<file path="config.mk">
export PLATFORM = sky130hd
export DESIGN_NAME = multi_channel_shadow_pwm
export DESIGN_NICKNAME = d
export VERILOG_FILES = /design/src/rtl/mspwm_pkg.sv /design/src/rtl/mspwm_channel.sv /design/src/rtl/multi_channel_shadow_pwm.sv
export SDC_FILE = /design/constraint.sdc
export NUM_CORES = 1
export LEC_CHECK = 0
export BUFFER_PORTS_ARGS = -buffer_cell sky130_fd_sc_hd__buf_2
export CAP_MARGIN = 25
export CORE_ASPECT_RATIO = 1.4
export CORE_MARGIN = 1.5
export CORE_UTILIZATION = 41
export CTS_BUF_LIST = sky130_fd_sc_hd__clkbuf_8 sky130_fd_sc_hd__clkbuf_16
export CTS_CLUSTER_DIAMETER = 60
export DETAILED_ROUTE_END_ITERATION = 16
export HOLD_SLACK_MARGIN = 0.02
export PLACE_DENSITY = 0.6
export SYNTH_ARGS = -nofsm -noshare
export SYNTH_HDL_FRONTEND = slang
export SYNTH_SLANG_ARGS = --single-unit
</file>
<file path="constraint.sdc">
create_clock -name clk -period 1.92 [get_ports clk]
set_input_delay 0 -clock clk [delete_from_list [all_inputs] [get_ports clk]]
set_output_delay 0 -clock clk [all_outputs]
set_load 0.01 [all_outputs]
</file>
<file path="src/rtl/mspwm_pkg.sv">
// Shared constants and types for the multi-channel shadow PWM.
// Config address map: 0=period, 1..NUM_CH=duty, NUM_CH+1=ctrl.
package mspwm_pkg;

   localparam int ADDR_PERIOD    = 0;
   localparam int ADDR_DUTY_BASE = 1;
   localparam int ADDR_CTRL_OFS  = 1;

   typedef enum logic {
      PWM_EDGE   = 1'b0,
      PWM_CENTER = 1'b1
   } pwm_mode_e;

   function automatic int ctrl_addr(input int num_ch);
      return num_ch + ADDR_CTRL_OFS;
   endfunction

endpackage

</file>
<file path="src/rtl/mspwm_channel.sv">
// One PWM channel: duty shadow/active pair and the output compare.
// The active duty only changes on the shared load strobe.
module mspwm_channel
   import mspwm_pkg::*;
#(
   parameter int WIDTH = 8
) (
   input  logic             clk,
   input  logic             rst_n,
   input  logic             wr_hit,
   input  logic [WIDTH-1:0] wdata,
   input  logic             load,
   input  logic [WIDTH-1:0] cnt_q,
   input  logic             en,
   output logic             pwm_out
);

   logic [WIDTH-1:0] duty_s;
   logic [WIDTH-1:0] duty_a;

   // Shadow takes CPU writes; active takes the shadow at a commit boundary.
   always_ff @(posedge clk or negedge rst_n) begin
      if (!rst_n) begin
         duty_s <= '0;
         duty_a <= '0;
      end else begin
         if (wr_hit) duty_s <= wdata;
         if (load)   duty_a <= duty_s;
      end
   end

   assign pwm_out = en & (cnt_q < duty_a);

endmodule

</file>
<file path="src/rtl/multi_channel_shadow_pwm.sv">
// Multi-channel PWM with shared counter and committed shadow registers.
// Optional center-aligned mode is built when PWM_CENTER_ALIGN_EN is defined.
module multi_channel_shadow_pwm
   import mspwm_pkg::*;
#(
   parameter  int WIDTH      = 8,
   parameter  int NUM_CH     = 4,
   parameter  int PERIOD_RST = 10,
   localparam int ADDR_W     = $clog2(NUM_CH + 2)
) (
   input  logic              clk,
   input  logic              rst_n,
   input  logic              en,
   input  logic              cfg_wr,
   input  logic [ADDR_W-1:0] cfg_addr,
   input  logic [WIDTH-1:0]  cfg_wdata,
   input  logic              cfg_commit,
   output logic [NUM_CH-1:0] pwm_out,
   output logic              period_start,
   output logic              upd_pending
);

   localparam logic [WIDTH-1:0] ONE = WIDTH'(1);
   localparam logic [WIDTH-1:0] PRST = WIDTH'(PERIOD_RST);

   logic [WIDTH-1:0] cnt_q;
   logic [WIDTH-1:0] cnt_d;
   logic [WIDTH-1:0] period_s;
   logic [WIDTH-1:0] period_a;
   logic             pending_q;
   logic             wrap;
   logic             boundary;
   logic             apply;
   logic             per_hit;

   assign per_hit = cfg_wr && (cfg_addr == ADDR_W'(ADDR_PERIOD));

`ifdef PWM_CENTER_ALIGN_EN
   pwm_mode_e ctrl_s;
   pwm_mode_e ctrl_a;
   logic      dir_q;
   logic      dir_d;
   logic      ctrl_hit;

   assign ctrl_hit = cfg_wr &&
                     (cfg_addr == ADDR_W'(ctrl_addr(NUM_CH)));

   // Up/down stepping; period_a<=1 is identical to edge mode.
   always_comb begin
      cnt_d = cnt_q + ONE;
      dir_d = 1'b0;
      wrap  = (cnt_q == period_a);
      if (ctrl_a == PWM_CENTER && period_a > ONE) begin
         if (dir_q) begin
            cnt_d = cnt_q - ONE;
            dir_d = 1'b1;
            wrap  = (cnt_q <= ONE);
         end else begin
            wrap = 1'b0;
            if (cnt_q == period_a) begin
               cnt_d = cnt_q - ONE;
               dir_d = 1'b1;
            end
         end
      end
   end

   // Direction flop: 1 while counting down, forced up when idle.
   always_ff @(posedge clk or negedge rst_n) begin
      if (!rst_n)            dir_q <= 1'b0;
      else if (!en || wrap)  dir_q <= 1'b0;
      else                   dir_q <= dir_d;
   end

   // Mode shadow/active pair, committed like every other register.
   always_ff @(posedge clk or negedge rst_n) begin
      if (!rst_n) begin
         ctrl_s <= PWM_EDGE;
         ctrl_a <= PWM_EDGE;
      end else begin
         if (ctrl_hit) ctrl_s <= pwm_mode_e'(cfg_wdata[0]);
         if (apply)    ctrl_a <= ctrl_s;
      end
   end
`else
   // Edge mode only: count up to period_a, then wrap.
   always_comb begin
      cnt_d = cnt_q + ONE;
      wrap  = (cnt_q == period_a);
   end
`endif

   // Idle counts as a boundary so a pending commit lands while stopped.
   assign boundary = ~en | wrap;
   assign apply    = boundary & (pending_q | cfg_commit);

   // Shared period counter, held at 0 while disabled.
   always_ff @(posedge clk or negedge rst_n) begin
      if (!rst_n)            cnt_q <= '0;
      else if (!en || wrap)  cnt_q <= '0;
      else                   cnt_q <= cnt_d;
   end

   // Period shadow/active pair.
   always_ff @(posedge clk or negedge rst_n) begin
      if (!rst_n) begin
         period_s <= PRST;
         period_a <= PRST;
      end else begin
         if (per_hit) period_s <= cfg_wdata;
         if (apply)   period_a <= period_s;
      end
   end

   // Commit request held until the next boundary consumes it.
   always_ff @(posedge clk or negedge rst_n) begin
      if (!rst_n)          pending_q <= 1'b0;
      else if (apply)      pending_q <= 1'b0;
      else if (cfg_commit) pending_q <= 1'b1;
   end

   for (genvar i = 0; i < NUM_CH; i++) begin : g_ch
      mspwm_channel #(
         .WIDTH (WIDTH)
      ) u_ch (
         .clk     (clk),
         .rst_n   (rst_n),
         .wr_hit  (cfg_wr &&
                   (cfg_addr == ADDR_W'(ADDR_DUTY_BASE + i))),
         .wdata   (cfg_wdata),
         .load    (apply),
         .cnt_q   (cnt_q),
         .en      (en),
         .pwm_out (pwm_out[i])
      );
   end

   assign period_start = en & (cnt_q == '0);
   assign upd_pending  = pending_q;

endmodule

</file>
==> summary.md, run 1 <==
| Metric | Value |
|---|---|
| Crit path from | cnt_q[1] |
| Setup TNS | -2.18 ns |
| Most Crowded Layer GR | met2 |
| Post-route worst setup slack | -0.0848 ns |
| Final period utilization | 104% |
| Die ar. | 11400 um2 |
| Clk_skew | 0.0102 ns |
| Filler instances | just over 900 |
| Fmax | between 400 and 500 MHz |
| Row cnt | 44 |
| GRT Total Usage | roughly 18% |
| Synth Cell Area | 4430 um2 |
| Slowest stage cell, crit path | dfrtp_1 |
| WP data arrival | 2.24 ns |
| Buffers plus inverters on the worst setup path | 3 |
| Peak VDD IR | ~0.55 mV |
| Cell variety after synth | 32 |
| RSZ-0062 raised after global routing | yes |
| Syn avg cell area | approximately 13 um2 |
| Crit-path max FO | 8 |
| Synth warn | 0 |
| Reg clk slew, reported paths | about 0.060 ns |
| Setup slack at placement | about 0.11 ns |
| Post-layout net count | approximately 440 |
| Initial Utilization | around 42% |
| Hpwl dp | 6450 um |
| Worst Tran Pin Value | between 0.5 and 0.6 ns |
| H-tree levels | 3 |
| Max-slew violations | 0 |
| PD cells | around 1100 nW/um2 |
| Antenna Violating Nets Remaining | 0 |
| Core Area | 10500 um2 |
| Final Critical Period | approximately 2 ns |
| Synthesized netlist cell count | between 300 and 400 |
| Critical path's top delay family | buffers and inverters |
| CP required | between 2 and 2.5 ns |
| Share of layout cells above drive strength 1 | between 40% and 50% |
| CTS tree | yes |
| Initial antenna violation count | 0 |
| Via count | approximately 2700 |
| Status | finished, violations left |
| Leak | 2.65 nW |
| Final setup fails | 39 |
| GPL Wtd Cong | roughly 0.86 |
| Number of global-route vias before repair | about 2800 |
| I/O Buffers | 21 |
| RR Startpoint | cnt_q[1] |
| Worst hold path type | input port to async pin |
| Met3 Use GR | between 2 and 2.5% |
| Wire per inst | between 15 and 20 um |
| Post-synth top flop | dfrtp_1 |
| Met1 Use GR | approximately 23% |
| Die Wd | 90.8 um |
| DRT Wirelength | 9670 um |
| Die Span Y | 126 um |
| Area Growth Syn to Fin | 23.1% |
| Largest net degree at the start of global routing | 41 |
| Power Total | ~6 mW |
| Failing checks | negative setup slack |
| Slew headroom | 65.9% |
| Crit start category | flip-flop |
| Crit-path cells | buf_6, buf_6, xnor2_2, nand4_1, o21ai_4, o21ai_4, clkbuf_16, mux2_4 |
| Endpoints failing hold | 0 |
| DRT Pass-1 Iters | 4 |
| Largest stage delay, worst path | between 0.4 and 0.5 ns |
| Clock sink total | 89 |
| CTS buffer count | 9 |
| GRT met2 Usage | 29.1% |
| First-pass GRT wire length | approximately 15000 um |
| Number of DRC markers in iteration 0 | 63 |
| CTS max path bufs | 2 |
| Hold slack | ~0.15 ns |
| Synthesized flop and latch total | slightly below 90 |
| Diode count | 0 |
| Max Cap Viol | 0 |
| Via/cell ratio | 4.99 |
| Critical Path Sink Type | flip-flop |
| Async set-reset flop share out of synthesis | between 90% and 100% |
| # IOs | 22 |
| Clock Root Buffer | clkbuf_16 |
| Sequential fraction of the synthesis area | approximately 50% |
| Count of flip-flops with a built-in enable after synthesis | 0 |
| Crit Path Class | flip-flop to flip-flop |
| Worst-Skew Late Latency | 0.35 ns |
| Total grt overflow | 0 |
| Syn Nets | roughly 370 |
| Remaining DRCs | 0 |
==> power breakdown <==
part	leakage [nW]	internal, mW	total [mW]	switching [mW]
clock network	0.134	0.885	1.64	0.754
logic	1.44	1.04	1.75	0.704
registers	1.07	2.40	2.73	0.328
total	2.65	4.33	6.12	1.79
==> state kept, by name, indices dropped and copies added, names as in the netlist <==
signal	cells
cnt_q	8
g_ch.u_ch.duty_a	32
g_ch.u_ch.duty_s	32
period_a	8
period_s	8
upd_pending	1
==> worst paths after layout <==
kind / to / depth (start not counted) / slack, ns
max: g_ch[1].u_ch.duty_a[3] / 8 / -0.08
min: g_ch[2].u_ch.duty_a[3] / 2 / 0.15
max reg2reg: g_ch[1].u_ch.duty_a[3] / 8 / -0.08
min reg2reg: g_ch[0].u_ch.duty_a[4] / 1 / 0.49
max in group asynchronous: period_a[3] / 3 / 1.06
min in group clk: g_ch[2].u_ch.duty_s[2] / 4 / 0.25
==> layer usage <==
layer	wire length [um]	part of all wire, %
met1	4320	45
met2	4890	51
met3	167	1.7
met4	287	3.0
met5	0	0
==> metrics by stage <==
stage,util [%],cells,area [um2]
final,52.1,534,5450
after global routing,52.1,534,5450
after CTS,50.0,524,5230
after detailed placement,45.9,496,4800
after global placement,45.9,496,4800
after floorplan,-,328,4430
==> layout by cell type (no fill, tap or decap), types with 2 or more instances in the layout <==
cell / synthesis / routed
and3_1: 2 / 2
a41oi_2: 0 / 2
nor3_2: 1 / 3
clkinv_4: 0 / 2
mux2_2: 40 / 40
a21o_1: 4 / 4
inv_6: 0 / 2
a21oi_2: 0 / 4
dfrtp_1: 85 / 83
dlygate4sd3_1: 0 / 10
clkbuf_16: 0 / 11
inv_1: 35 / 35
o21ai_4: 1 / 2
nand2b_1: 8 / 7
mux2_4: 40 / 40
xnor2_1: 12 / 11
nor2_1: 12 / 12
ha_4: 0 / 4
nor4bb_2: 0 / 2
nand4_1: 2 / 2
o21ai_2: 1 / 2
nand3_1: 2 / 2
buf_6: 4 / 7
clkinvlp_4: 0 / 2
ha_1: 30 / 26
xor2_1: 2 / 2
dfstp_2: 4 / 4
buf_4: 4 / 23
o21ai_1: 0 / 5
nand3b_1: 4 / 4
a41oi_1: 4 / 2
nand2_1: 6 / 6
buf_2: 1 / 20
dfrtp_2: 0 / 2
nor3_1: 4 / 2
==> synth_stat cells, types with 2 or more instances <==
| master | n | area share [%] |
|---|---|---|
| a41oi_1 | 4 | 0.79 |
| xnor2_1 | 12 | 2.4 |
| nand2b_1 | 8 | 1.1 |
| mux2_4 | 40 | 14 |
| nand3_1 | 2 | 0.23 |
| clkbuf_1 | 2 | 0.17 |
| nand3b_1 | 4 | 0.68 |
| nor2_1 | 12 | 1.0 |
| buf_6 | 4 | 1.0 |
| a21o_1 | 4 | 0.68 |
| buf_4 | 4 | 0.68 |
| nand4_1 | 2 | 0.28 |
| nand2_1 | 6 | 0.51 |
| xor2_1 | 2 | 0.40 |
| dfrtp_1 | 85 | 48 |
| nor3_1 | 4 | 0.45 |
| dfstp_2 | 4 | 2.4 |
| o21ai_0 | 8 | 0.90 |
| a21oi_1 | 4 | 0.45 |
| and3_1 | 2 | 0.28 |
| mux2_2 | 40 | 10 |
| nor4bb_1 | 2 | 0.45 |
| ha_1 | 30 | 8.5 |
| inv_1 | 35 | 3.0 |
==> repair_timing <==
item                                    4_1_cts  5_1_grt
endpoints found under the hold margin        77        0
endpoints found under the setup margin        4        8
gates cloned                                  0        3
pin swaps                                     8       22
setup buffers                                 2        7
hold buffers                                 10        0
gates resized for setup                      11       21
==> kinds of logic after synthesis <==
logic type	synth area share, %
adder cells (fa/ha/maj)	8.48
buffers and inverters	4.95
flip-flops	50.4
XOR/XNOR	2.77
AND/OR/NAND/NOR	6.22
multiplexers	23.7
AO/OA/AOI/OAI	3.39
==> area by class of cell <==
type                            count  area (um2)  share of cell area (%)
Multi-Input combinational cell    193        2110                    38.7
Clock buffer                        9         225                    4.14
Inverter                           35         131                    2.41
Timing Repair Buffer               63         522                    9.58
Clock inverter                      7        53.8                   0.988
Tap cell                          138         173                    3.17
Sequential cell                    89        2230                    41.0
Power figures use the tool's default switching activity.
==> run 2, diff against run 1 <==
--- a/config.mk
+++ b/config.mk
@@ -14,7 +14,8 @@
 export CTS_CLUSTER_DIAMETER = 60
 export DETAILED_ROUTE_END_ITERATION = 16
 export HOLD_SLACK_MARGIN = 0.02
-export PLACE_DENSITY = 0.6
+export PLACE_DENSITY_LB_ADDON = 0.15
+export SKIP_CTS_REPAIR_TIMING = 1
 export SYNTH_ARGS = -nofsm -noshare
 export SYNTH_HDL_FRONTEND = slang
 export SYNTH_SLANG_ARGS = --single-unit
==> summary.md, run 2 (synthesized netlist as in run 1, its figures left out) <==
| Metric | Value |
|---|---|
| Status | finished, final reports clean |
| CTS buffer count | 9 (unchanged) |
| Initial Utilization | 42.3% (unchanged) |
| GRT Total Usage | 17.8% (+0.21 points) |
| Hpwl dp | 6410 um (-0.50%) |
| Max-slew violations | 0 (unchanged) |
| Post-layout util | 51.0% (-1.1 points) |
| Storage cell area | 2230 um2 (about the same) |
| Worst hold path type | input port to async pin |
| WP data arrival | 2.13 ns (-0.11 ns) |
| CTS max path bufs | 2 (unchanged) |
| Share of layout cells above drive strength 1 | 40.5% (-4.2 points) |
| Via/cell ratio | 4.85 (-2.8%) |
| Fmax | 524 MHz (+5.0%) |
| RR Startpoint | cnt_q[1] |
| Power Total | 6.17 mW (+0.84%) |
| Most frequent cells in the layout | 84 x dfrtp_1, 40 x mux2_4, 40 x mux2_2 |
| Clk_skew | 0.00574 ns (-0.00447 ns) |
| Comb pwr share | 26.5% (-2.1 points) |
| CP required | 2.15 ns (about the same) |
| Total grt overflow | 0 (unchanged) |
| Wire per inst | 18.4 um (+1.5%) |
| Crit start category | flip-flop |
| Sw Ratio | 27.8% (-1.4 points) |
| Number of global-route vias before repair | 2718 (-2.6%) |
| Critical Path Sink Type | flip-flop |
| Via count | 2535 (-4.8%) |
| Slew headroom | 67.0% (+1.1 points) |
| Sequential Power Share | 44.2% (-0.5 points) |
| Reg clk slew, reported paths | 0.06 ns (about the same) |
| DRT Pass-1 Iters | 4 (unchanged) |
| Endpoints failing hold | 0 (unchanged) |
| Largest net degree at the start of global routing | 55 (+34%) |
| Antenna Violating Nets Remaining | 0 (unchanged) |
| CTS tree | yes |
| Crit Path Class | flip-flop to flip-flop |
| Worst-Skew Late Latency | 0.34 ns (about the same) |
| H-tree levels | 3 (unchanged) |
| Most common cell after layout, fill and taps aside | dfrtp_1 |
| Area of the multi-input gates | 2040 um2 (-3.1%) |
| Internal power | 4.45 mW (+2.8%) |
| First-pass GRT wire length | 15200 um (+0.78%) |
| RSZ-0062 raised after global routing | yes |
| Setup TNS | 0 ns (+2.18 ns) |
| Die Span Y | 126 um (unchanged) |
| Diode count | 0 (unchanged) |
| Remaining DRCs | 0 (unchanged) |
| Biggest regs | g_ch.u_ch.duty_a x32, g_ch.u_ch.duty_s x32 |
| Leak | 2.61 nW (-1.2%) |
| Area Growth Syn to Fin | 20.6% |
| Initial antenna violation count | 0 (unchanged) |
| Sw power | 1.72 mW (-3.9%) |
| Worst reg2reg setup slack | 0.01 ns (+0.10 ns) |
| Number of DRC markers in iteration 0 | 62 (-1.6%) |
| Worst R2R End | g_ch[2].u_ch.duty_a[5] |
| Die ar. | 11400 um2 (unchanged) |
| Row cnt | 44 (unchanged) |
| GPL Wtd Cong | 0.771 (-10%) |
| Final Critical Period | 1.91 ns (-0.0959 ns) |
| Clock sink total | 89 (unchanged) |
| Clock Root Buffer | clkbuf_16 |
| Post-layout net count | 426 (-2.5%) |
| PD cells | 1160 nW/um2 (+2.9%) |
| DRT Wirelength | 9610 um (-0.57%) |
| R2R depth | 7 (-1) |
| Filler instances | 938 (+3.5%) |
| Worst Tran Pin Value | 0.495 ns (-0.0167 ns) |
| Core Area | 10500 um2 (unchanged) |
| Max Cap Viol | 0 (unchanged) |
| # IOs | 22 (unchanged) |
| Clock power frac | 29.3% (+2.5 points) |
| Crit-path max FO | 6 (-2) |
| Peak VDD IR | 0.452 mV (-18%) |
| Die Wd | 90.8 um (unchanged) |
| I/O Buffers | 21 (unchanged) |
| Final setup fails | 0 (-100%) |
| Final period utilization | 99.4% (-5.0 points) |
run 2: critical path, cell delays in order (launching register included):
cell and delay [ns]:
dfrtp_2 0.46, buf_6 0.14, xnor2_2 0.11, nand4_1 0.18, o21ai_4 0.24, o21ai_4 0.15, clkbuf_16 0.21, mux2_4 0.30
run 2: layout make-up:
class / instances / share of cell area (%)
multi-input combinational: 193 / 38.3
timing repair buffer: 52 / 8.42
tap: 138 / 3.24
clock inverter: 5 / 1.03
sequential: 89 / 41.9
inverter: 35 / 2.46
clock buffer: 11 / 4.74
run 2: worst max-delay path by stage:
stage / start / to / cells after the start
after floorplan: period_a[3] / g_ch[0].u_ch.duty_a[0] / 6
after global placement: period_a[5] / g_ch[1].u_ch.duty_a[5] / 6
after detailed placement: period_a[5] / period_a[4] / 6
after CTS: cnt_q[1] / pwm_out[2] / 6
after global routing: cnt_q[1] / g_ch[3].u_ch.duty_a[2] / 7
final: cnt_q[1] / g_ch[2].u_ch.duty_a[5] / 7
run 2: stage by stage:
stage                     instances  hold WS [ns]  instance area [um2]  setup WS, ns
after floorplan                 328        -0.296                 4430         0.152
after global placement          493      -0.00117                 4790        0.0274
after detailed placement        493       0.00678                 4790        0.0206
after CTS                       509        -0.363                 5100        -0.152
after global routing            523         0.210                 5340       -0.0513
final                           523         0.169                 5340        0.0111
run 2: per-layer routing:
layer | share of wire [%] | GRT usage (%) | up-vias | wire length, um
li1 | - | - | 1241 | -
met1 | 47 | 23.7 | 1233 | 4480
met2 | 47 | 28.3 | 40 | 4520
met3 | 3.2 | 3.38 | 21 | 307
met4 | 3.2 | 7.44 | 0 | 308
met5 | 0 | 0 | - | 0
run 2: power groups by stage:
stage | clock, mW | sequential, mW | combinational (mW)
CTS | 1.84 | 2.73 | 1.52
detailed placement | 0 | 2.76 | 1.51
floorplan | 0 | 2.64 | 1.17
global placement | 0 | 2.75 | 1.48
global route | 1.93 | 2.80 | 1.82
finish | 1.81 | 2.73 | 1.63
